File: src/rtl/ctrl_pipe.sv
// Control path of a 5-stage RV32I core: carries decode controls through E/M/W,
// resolves branches/jumps in E, and produces forwarding, stall and flush controls.
module ctrl_pipe #(
    parameter int unsigned REG_AW = 5
) (
    input  logic              clk,
    input  logic              rst_n,
    input  logic [1:0]        res_src_d,
    input  logic              mem_write_d,
    input  logic              alu_src_d,
    input  logic              reg_write_d,
    input  logic              jump_d,
    input  logic              jalr_d,
    input  logic              branch_d,
    input  logic [3:0]        alu_control_d,
    input  logic [2:0]        f3_d,
    input  logic [REG_AW-1:0] rs1_d,
    input  logic [REG_AW-1:0] rs2_d,
    input  logic [REG_AW-1:0] rd_d,
    input  logic              zero_e,
    input  logic              lsb_e,
    output logic [1:0]        res_src_e,
    output logic [3:0]        alu_control_e,
    output logic              alu_src_e,
    output logic [REG_AW-1:0] rs1_e,
    output logic [REG_AW-1:0] rs2_e,
    output logic [REG_AW-1:0] rd_e,
    output logic [1:0]        pc_src_e,
    output logic [1:0]        forward_a_e,
    output logic [1:0]        forward_b_e,
    output logic              mem_write_m,
    output logic              reg_write_m,
    output logic [1:0]        res_src_m,
    output logic [REG_AW-1:0] rd_m,
    output logic              reg_write_w,
    output logic [1:0]        res_src_w,
    output logic [REG_AW-1:0] rd_w,
    output logic              stall_f,
    output logic              stall_d,
    output logic              flush_d,
    output logic              flush_e
);

    logic [1:0]        res_src_e_q, res_src_m_q, res_src_w_q;
    logic              mem_write_e_q, mem_write_m_q;
    logic              reg_write_e_q, reg_write_m_q, reg_write_w_q;
    logic              alu_src_e_q, jump_e_q, jalr_e_q, branch_e_q;
    logic [3:0]        alu_control_e_q;
    logic [2:0]        f3_e_q;
    logic [REG_AW-1:0] rs1_e_q, rs2_e_q, rd_e_q, rd_m_q, rd_w_q;

    logic       taken;
    logic       redirect;
    logic       lwstall;
    logic [1:0] pc_src;

    // Pipeline registers; a flushed D->E transfer loads an all-zero bubble.
    always_ff @(posedge clk) begin
        if (!rst_n) begin
            res_src_e_q     <= '0;
            mem_write_e_q   <= 1'b0;
            reg_write_e_q   <= 1'b0;
            alu_src_e_q     <= 1'b0;
            jump_e_q        <= 1'b0;
            jalr_e_q        <= 1'b0;
            branch_e_q      <= 1'b0;
            alu_control_e_q <= '0;
            f3_e_q          <= '0;
            rs1_e_q         <= '0;
            rs2_e_q         <= '0;
            rd_e_q          <= '0;
            res_src_m_q     <= '0;
            mem_write_m_q   <= 1'b0;
            reg_write_m_q   <= 1'b0;
            rd_m_q          <= '0;
            res_src_w_q     <= '0;
            reg_write_w_q   <= 1'b0;
            rd_w_q          <= '0;
        end else begin
            if (flush_e) begin
                res_src_e_q     <= '0;
                mem_write_e_q   <= 1'b0;
                reg_write_e_q   <= 1'b0;
                alu_src_e_q     <= 1'b0;
                jump_e_q        <= 1'b0;
                jalr_e_q        <= 1'b0;
                branch_e_q      <= 1'b0;
                alu_control_e_q <= '0;
                f3_e_q          <= '0;
                rs1_e_q         <= '0;
                rs2_e_q         <= '0;
                rd_e_q          <= '0;
            end else begin
                res_src_e_q     <= res_src_d;
                mem_write_e_q   <= mem_write_d;
                reg_write_e_q   <= reg_write_d;
                alu_src_e_q     <= alu_src_d;
                jump_e_q        <= jump_d;
                jalr_e_q        <= jalr_d;
                branch_e_q      <= branch_d;
                alu_control_e_q <= alu_control_d;
                f3_e_q          <= f3_d;
                rs1_e_q         <= rs1_d;
                rs2_e_q         <= rs2_d;
                rd_e_q          <= rd_d;
            end
            res_src_m_q   <= res_src_e_q;
            mem_write_m_q <= mem_write_e_q;
            reg_write_m_q <= reg_write_e_q;
            rd_m_q        <= rd_e_q;
            res_src_w_q   <= res_src_m_q;
            reg_write_w_q <= reg_write_m_q;
            rd_w_q        <= rd_m_q;
        end
    end

    // Branch condition from funct3; slt/sltu outcome arrives on lsb_e.
    always_comb begin
        taken = 1'b0;
        case (f3_e_q)
            3'b000:          taken = zero_e;
            3'b001:          taken = !zero_e;
            3'b100, 3'b110:  taken = lsb_e;
            3'b101, 3'b111:  taken = !lsb_e;
            default:         taken = 1'b0;
        endcase
    end

    always_comb begin
        pc_src = 2'b00;
        if (jalr_e_q) begin
            pc_src = 2'b10;
        end else if (jump_e_q || (branch_e_q && taken)) begin
            pc_src = 2'b01;
        end
    end

    assign redirect = (pc_src != 2'b00);
    assign lwstall  = (res_src_e_q == 2'b01) && reg_write_e_q && (rd_e_q != '0) &&
                      ((rd_e_q == rs1_d) || (rd_e_q == rs2_d));

    // A redirect squashes the stalled D instruction, so it overrides the stall.
    assign stall_f  = lwstall && !redirect;
    assign stall_d  = lwstall && !redirect;
    assign flush_d  = redirect;
    assign flush_e  = lwstall || redirect;
    assign pc_src_e = pc_src;

    always_comb begin
        forward_a_e = 2'b00;
        forward_b_e = 2'b00;
        if (reg_write_m_q && (rd_m_q != '0) && (rd_m_q == rs1_e_q)) begin
            forward_a_e = 2'b10;
        end else if (reg_write_w_q && (rd_w_q != '0) && (rd_w_q == rs1_e_q)) begin
            forward_a_e = 2'b01;
        end
        if (reg_write_m_q && (rd_m_q != '0) && (rd_m_q == rs2_e_q)) begin
            forward_b_e = 2'b10;
        end else if (reg_write_w_q && (rd_w_q != '0) && (rd_w_q == rs2_e_q)) begin
            forward_b_e = 2'b01;
        end
    end

    assign res_src_e     = res_src_e_q;
    assign alu_control_e = alu_control_e_q;
    assign alu_src_e     = alu_src_e_q;
    assign rs1_e         = rs1_e_q;
    assign rs2_e         = rs2_e_q;
    assign rd_e          = rd_e_q;
    assign mem_write_m   = mem_write_m_q;
    assign reg_write_m   = reg_write_m_q;
    assign res_src_m     = res_src_m_q;
    assign rd_m          = rd_m_q;
    assign reg_write_w   = reg_write_w_q;
    assign res_src_w     = res_src_w_q;
    assign rd_w          = rd_w_q;

endmodule
File: config.mk
export PLATFORM = sky130hd
export DESIGN_NAME = ctrl_pipe
export DESIGN_NICKNAME = d
export VERILOG_FILES = /design/src/rtl/ctrl_pipe.sv
export SDC_FILE = /design/constraint.sdc
export NUM_CORES = 1
export LEC_CHECK = 0
export ABC_AREA = 1
export BUFFER_PORTS_ARGS = -buffer_cell sky130_fd_sc_hd__buf_2
export CORE_MARGIN = 2
export CORE_UTILIZATION = 47
export DETAILED_ROUTE_END_ITERATION = 8
export GPL_TIMING_DRIVEN = 1
export PLACE_DENSITY = 0.79
export SLEW_MARGIN = 0
export SYNTH_ARGS = -nofsm -noshare
export SYNTH_HDL_FRONTEND = slang
export SYNTH_SLANG_ARGS = --single-unit
File: constraint.sdc
create_clock -name clk -period 1.55 [get_ports clk]
set_input_delay 0.2325 -clock clk [delete_from_list [all_inputs] [get_ports clk]]
set_output_delay 0.2325 -clock clk [all_outputs]
set_load 0.02 [all_outputs]
Word level (Yosys, flattened, before mapping)
Cells that the tools add are included. W data, S select, Z words.

Bits in read-only memories: 0. Bits in latches: 0. Bits in registers: 47. Output and inout bits: 49. RAM bits: 0. Memories kept: 0.

Bitwise logic cells: 1. Equality and inequality tests: 12. $mul: 0. Divide/modulo/power cells: 0. Magnitude comparators: 0. $add $sub $neg: 0. Mux-type cells: 7. Shift operators: 0. Reductions and logical operators: 25.

Operator list (number): $eq A5 B5 Y1 (6); $reduce_bool A5 Y1 (3); $eq A3 B3 Y1 const B (4); $logic_and A1 B1 Y1 (11); $mux W2 (3); $reduce_or A2 Y1 (3); $pmux W1 S4 (1); $eq A3 B1 Y1 const B (1); $logic_not A1 Y1 (3); $logic_not A3 Y1 (1); $logic_or A1 B1 Y1 (3); $mux W1 (3); $eq A2 B1 Y1 const B (1); $reduce_bool A2 Y1 (1); $not A1 Y1 (1).

Depth between registers and ports, before layout
Gate-level depths: netlist of run 1.

Word-level depth: 10. Mapped depth: 10.

Worst setup path after synthesis of run 1
OpenSTA, ideal clock, no wires.

Kind: reg-to-output. From: reg rd_m_q[2] (netlist: rd_m[2]). To: out forward_a_e[0]. Setup slack: -434 ps. Path buffers: 0. Data required time: 1317 ps. Arrival: 1752 ps. Cell stages (with the launch flop): 6. Path through: dfxtp_1 > nor2_1 > nand3b_1 > nand2_1 > nor4_1 > nor2_1.

Longest elaborated chain between the ends: 4.

Ends and longest elaborated chain: start, declared (line 50) `logic [REG_AW-1:0] rs1_e_q, rs2_e_q, rd_e_q, rd_m_q, rd_w_q;`; start signal, assigned (line 110) `rd_m_q <= rd_e_q;`; $reduce_bool A5 Y1 (line 152) `if (reg_write_m_q && (rd_m_q != '0) && (rd_m_q == rs1_e_q)) begin`; $logic_and A1 B1 Y1 (line 152); $logic_and A1 B1 Y1 * (line 152); $mux W2 * (line 152); end, declared (line 29) `output logic [1:0] forward_a_e,`.

Mark *: on every way between the ends. The rest lies on a longest branch, timed or not.

Final worst setup path of run 1
From: reg rd_e_q[1] (netlist: rd_e[1]). To: out stall_f.

Longest elaborated chain between the ends: 4.

Ends and longest elaborated chain: start, declared (line 50); start signal, assigned (line 105) `rd_e_q <= rd_d;`; $eq A5 B5 Y1 or $reduce_bool A5 Y1 (tied branches) (line 140, 139); $logic_or A1 B1 Y1 or $logic_and A1 B1 Y1 (tied branches) (line 140, 139); $logic_and A1 B1 Y1 * (line 139) `assign lwstall = (res_src_e_q == 2'b01) && reg_write_e_q && (rd_e_q != '0) &&`; $logic_and A1 B1 Y1 * (line 143) `assign stall_f = lwstall && !redirect;`; end, declared (line 38) `output logic stall_f,`.

Marks and branches as above.

==> results of run 1 <==
==> metrics by stage <==
step | setup TNS (ps) | instances
after detailed placement | 0 | 382
after floorplan | 0 | 252
after global placement | 0 | 382
after CTS | -649 | 391
final | -618 | 397
after global routing | -1440 | 397
==> power by group through the flow <==
stage                     clock (mW)  combinational [mW]  sequential, mW
final                          0.904               0.603            1.35
after global routing           0.972               0.659            1.36
after CTS                      0.922               0.542            1.35
after detailed placement           0               0.504            1.38
after global placement             0               0.496            1.37
after floorplan                    0               0.269            1.44
==> sequential cells by signal, indices dropped and copies added, names as in the netlist, 2 cells and up <==
signal / cells
rd_w: 5
f3_e_q: 3
rs2_e: 5
alu_control_e: 4
res_src_w: 2
res_src_m: 2
res_src_e: 2
rd_m: 5
rs1_e: 5
rd_e: 5
==> worst max-delay path by stage <==
| stage | to | cells past startpoint |
|---|---|---|
| final | stall_f | 9 |
| after global routing | stall_f | 9 |
| after CTS | stall_f | 9 |
| after detailed placement | rs2_e[1] | 10 |
| after global placement | stall_f | 9 |
| after floorplan | forward_b_e[0] | 4 |
==> layout by cell type, fill, tap and decap left out, types with 7 or more instances in the layout <==
cell	synthesis	final
buf_2	0	74
inv_1	58	54
nand2_1	50	44
dfxtp_1	47	27
nor2_2	19	26
nor2_1	25	16
buf_4	3	12
xor2_1	10	10
dfxtp_2	0	10
dfxtp_4	0	10
nand2_2	1	7
==> kinds of logic after synthesis <==
family | after synthesis | synth area share, %
AO/OA/AOI/OAI | 2 | 0.509
XOR/XNOR | 22 | 9.81
buffers and inverters | 68 | 14.7
flip-flops | 47 | 47.9
AND/OR/NAND/NOR | 113 | 27.1
==> metal layers <==
layer / vias up / share of wire (%) / GRT usage [%]
met4: 0 / 1.0 / 10.5
met5: - / 0 / 0
met2: 66 / 54 / 33.4
met1: 743 / 37 / 17.9
met3: 4 / 7.5 / 5.36
li1: 910 / - / -
==> worst reg2reg max path: stages (launching register included) <==
cell and delay (ps):
dfxtp_2 340, inv_2 50, nand2_1 40, nand3_1 60
nand2_1 70, nand2_2 70, nand2_2 60, nor2_4 120
buf_6 120, nand3_4 160, buf_12 200, nor2_1 90
==> layout make-up <==
class,count,share of cell area [%]
clock buffer,6,2.89
inverter,61,8.09
tap,50,2.19
clock inverter,2,1.22
timing repair buffer,94,20.3
sequential,47,34.6
multi-input combinational,137,30.7
==> what timing repair did <==
action / in CTS / in global routing
setup endpoints to repair: 8 / 29
resized for setup: 44 / 20
pin swaps: 18 / 14
setup buffers: 1 / 6
gates cloned: 0 / 1
==> results.toml, run 1 <==
[detailed_routing]
via_per_inst = 4.34
detail_route.wl_per_cell_um = 10.7
dr.pass1.iters = 5
via_count = 1723
antenna_left = 0
drtIter0Drc = 44
drc = 0
drt-total-wl_mm = 4.26

[synth]
synth_common_cells = "inv_1, nand2_1, dfxtp_1, nor2_1, nor2_2"
synth_edf_count = 0
yosysSeqAreaShare_pct = 47.9
synth_seq_cells = 47
yosysTopAreaCell = "dfxtp_1"
ys_warn_count = 0
yosysMostFrequentCell = "inv_1"
ys.flop_type = "dfxtp_1"
synth_area_leaders = "dfxtp_1, inv_1, nand2_1"
synthCells = 252
avgSynthCellArea_um2 = 7.80
synth_top_area_share_pct = 47.9
postSynthNetCount = 286
syn_area_um2 = 1960
synthArstFlopShare_pct = 0
synth.distinct_cells = 21

[die]
die_h_um = 68.7
start_util_pct = 49.1
rows = 23
dieArea_um2 = 4710
ios = 83
coreArea_um2 = 4000
die_w_um = 68.7

[setup_path]
r2r_cells = 11
crit_path_cell_trace = "inv_2, nand2_2, nand2_2, nor2_2, nand3_1, nand2_1, nand2_2, nor2_4, buf_6"
worstPathArrival_ps = 1420
crit_start = "rd_e[1]"
end_kind = "output pin"
r2r-start = "f3_e_q[0]"
reg2reg_slack_ps = 110
path_common_cell = "nand2_2"
critical-path-max-stage-delay_ps = 380
critPathKind = "flop to output pin"
crit_buf_inv = 2
startpoint_type = "flop"
cp_max_fo = 6
crit-reg2reg-capture = "rs2_e[1]"
slowest_stage = "dfxtp_4"
worst-endpoint-required_ps = 1320
crit_family = "simple AND/OR/NAND/NOR gates"

[run_status]
failed_checks = "setup timing"
outcome = "complete, but fails checks"

[sta]
max_slew_margin_pct = 82.7
rsz0062_at_grt = "yes"
hold_viol_final = 0
hold_slack_ps = 140
skew_ps = 5.91
max_freq_mhz = 604
worst_slack_ps = -107
min_period_over_period_pct = 107
period_needed_ps = 1660
worst_pin_slew_ps = 258
drv_slew = 0
setup_viol = 7

[final_layout]
synthToLayoutAreaGrowth_pct = 45.7
final_util_pct = 71.5
layout-drive-gt1-share_pct = 51.6
register_area_um2 = 991
nets = 380
antennaDiodeCount = 0
multi_input_area_um2 = 877
nFillCells = 305
design_area_um2 = 2860

[pwr]
swShare_pct = 27.5
p_seq_share_pct = 47.3
p_int_mw = 2.07
switching_power_mw = 0.786
fin_total_pwr_mw = 2.86
clkPwrFrac_pct = 31.6
combPwrFrac_pct = 21.1
pwr_density_cell_nw_per_um2 = 998
power.leakage_nw = 1.67
ir_drop_v = 0.000598

[placement]
io_buffers = 82
dp_hpwl_mm = 3.10
place_congestion = 0.893
dp_slack_ps = 107
dpl_cell_area_um2 = 2490

[global_routing]
grt_max_degree = 18
grt_pass1_vias = 1542
gr-total-overflow = 0
antenna_found_initial = 0
gr-usage-all-layers_pct = 18.2
grt_pass1_wl_mm = 6.18

[hold_path]
min_path_cells = 3
min_from = "rd_d[1]"
hold_class = "primary input to flop"
min_to = "rd_e[1]"

[clock_tree]
clock_sinks = 47
htreeDepth = 2
cts_tree = "yes"
root_buffer = "clkbuf_8"
clk_path_buf_depth = 2
insertion_delay_ps = 290
numCtsBuffers = 5
holdBufCountCts = 0
clk_pin_slew_worst_paths_ps = 80

[run]
maxCapViolations = 0
No activity file was read; power rests on OpenSTA's default activity.
==> inputs of run 2 (changes only) <==
--- a/config.mk
+++ b/config.mk
@@ -12,6 +12,7 @@
 export DETAILED_ROUTE_END_ITERATION = 8
 export GPL_TIMING_DRIVEN = 1
 export PLACE_DENSITY = 0.79
+export SETUP_SLACK_MARGIN = 0.2
 export SLEW_MARGIN = 0
 export SYNTH_ARGS = -nofsm -noshare
 export SYNTH_HDL_FRONTEND = slang
==> results.toml, run 2 (synthesis results as in run 1) <==
[run_status]
outcome = "complete, but fails checks"
failed_checks = "setup timing"

[pwr]
ir_drop_v = 0.000655
pwr_density_cell_nw_per_um2 = 936
power.leakage_nw = 1.71
fin_total_pwr_mw = 2.82

[clock_tree]
clk_pin_slew_worst_paths_ps = 80
insertion_delay_ps = 300
clock_sinks = 47
clk_path_buf_depth = 2
htreeDepth = 2
numCtsBuffers = 5
root_buffer = "clkbuf_8"
cts_tree = "yes"

[die]
die_w_um = 68.7
dieArea_um2 = 4710
rows = 23
ios = 83
start_util_pct = 49.1
coreArea_um2 = 4000
die_h_um = 68.7

[final_layout]
register_area_um2 = 998
nFillCells = 281
synthToLayoutAreaGrowth_pct = 53.4
nets = 385
stdcell_count = 402
layout_commonest_cell = "buf_2"
multi_input_area_um2 = 915
final_util_pct = 75.4
final_cell_mix = "buf_2, inv_1, nand2_1"
layout-drive-gt1-share_pct = 53.4
antennaDiodeCount = 0
design_area_um2 = 3010

[setup_path]
crit-reg2reg-capture = "rs2_e[4]"
critPathKind = "flop to flop"
crit_family = "simple AND/OR/NAND/NOR gates"
r2r-start = "f3_e_q[0]"
reg2reg_slack_ps = -190
worst-endpoint-required_ps = 1780
worstPathArrival_ps = 1970
cp_max_fo = 6
critical-path-max-stage-delay_ps = 340
crit_path_cell_trace = "inv_2, nand2_1, nand3_1, nand2_2, nand2_2, nand2_2, nor2_4, buf_6, buf_6, nand3_4, buf_6, buf_16, nor2_2"
r2r_cells = 13
startpoint_type = "flop"
crit_buf_inv = 5
slowest_stage = "dfxtp_2"
end_kind = "flop"

[sta]
setup_viol = 39
hold_viol_final = 0
max_freq_mhz = 574
worst_pin_slew_ps = 387
hold_slack_ps = 132
worst_slack_ps = -191
max_slew_margin_pct = 74.2
finalSetupTns_ps = -4890
min_period_over_period_pct = 112
drv_slew = 0
skew_ps = 6.56
rsz0062_at_grt = "yes"
period_needed_ps = 1740

[hold_path]
min_to = "rd_e[2]"
hold_class = "primary input to flop"
min_from = "rd_d[2]"
min_path_cells = 3

[detailed_routing]
dr.pass1.iters = 4
top_layer = "met4"
via_count = 1794
drtIter0Drc = 63
antenna_left = 0
detail_route.wl_per_cell_um = 12.0
dr_wl_met3_um = 303
wirelength_met1_mm = 1.78
drt-total-wl_mm = 4.84
drc = 0
via_per_inst = 4.46
wl_met2_mm = 2.72

[run]
maxCapViolations = 0

[global_routing]
gr-usage-all-layers_pct = 20.2
gr-total-overflow = 0
grt_pass1_vias = 1600
grt_pass1_wl_mm = 6.80
grt_max_degree = 19
antenna_found_initial = 0

[placement]
dp_hpwl_mm = 3.12
place_congestion = 0.742
dp.cells = 379
dp_slack_ps = 114
dpl_cell_area_um2 = 2500
io_buffers = 82
==> run 2: changes by cell type in the layout (fill, tap and decap cells not counted), moves of 3 or more <==
cell | before | now
buf_6 | 5 | 13
buf_4 | 12 | 7
nand2_1 | 44 | 40
nand2_2 | 7 | 11
nor2_2 | 26 | 22
buf_16 | 0 | 3
==> run 2: cell type report <==
cell class	instances	share of cell area, %
flip-flops and latches	47	33.1
multi-input cells	137	30.3
repair buffers	99	23.5
inverters	61	7.68
clock buffers	8	3.32
well taps	50	2.08
==> run 2: worst max path at each step <==
stage,startpoint,end,slack [ps],depth (start not counted)
after detailed placement,rd_m[4],forward_a_e[1],110,4
after CTS,f3_e_q[0],stall_f,-130,10
after global placement,rd_m[4],forward_a_e[1],120,4
after global routing,rd_e[3],stall_f,-290,8
after floorplan,rd_m[1],forward_b_e[0],120,4
final,f3_e_q[0],rs2_e[4],-190,13
==> run 2: where the power goes <==
group	internal (mW)	switching [mW]
clock	0.407	0.370
sequential	1.28	0.0741
combinational	0.329	0.364
==> run 2: timing repair <==
item                       CTS  global route
resized for setup           31            32
cloned                       3             1
setup endpoints to repair   28            39
hold buffers                 0             0
pin swaps                   10            22
buffers inserted             9             2
==> run 2: layer usage <==
| layer | GRT usage [%] | vias up |
|---|---|---|
| met1 | 19.7 | 795 |
| met5 | 0 | - |
| met3 | 5.84 | 2 |
| li1 | - | 925 |
| met4 | 10.0 | 0 |
| met2 | 38.2 | 72 |
==> run 2: worst min-delay path: cells and delay by family <==
kind          cells  cell delay [ps]
buf+inv           2              130
simple gates      1               30
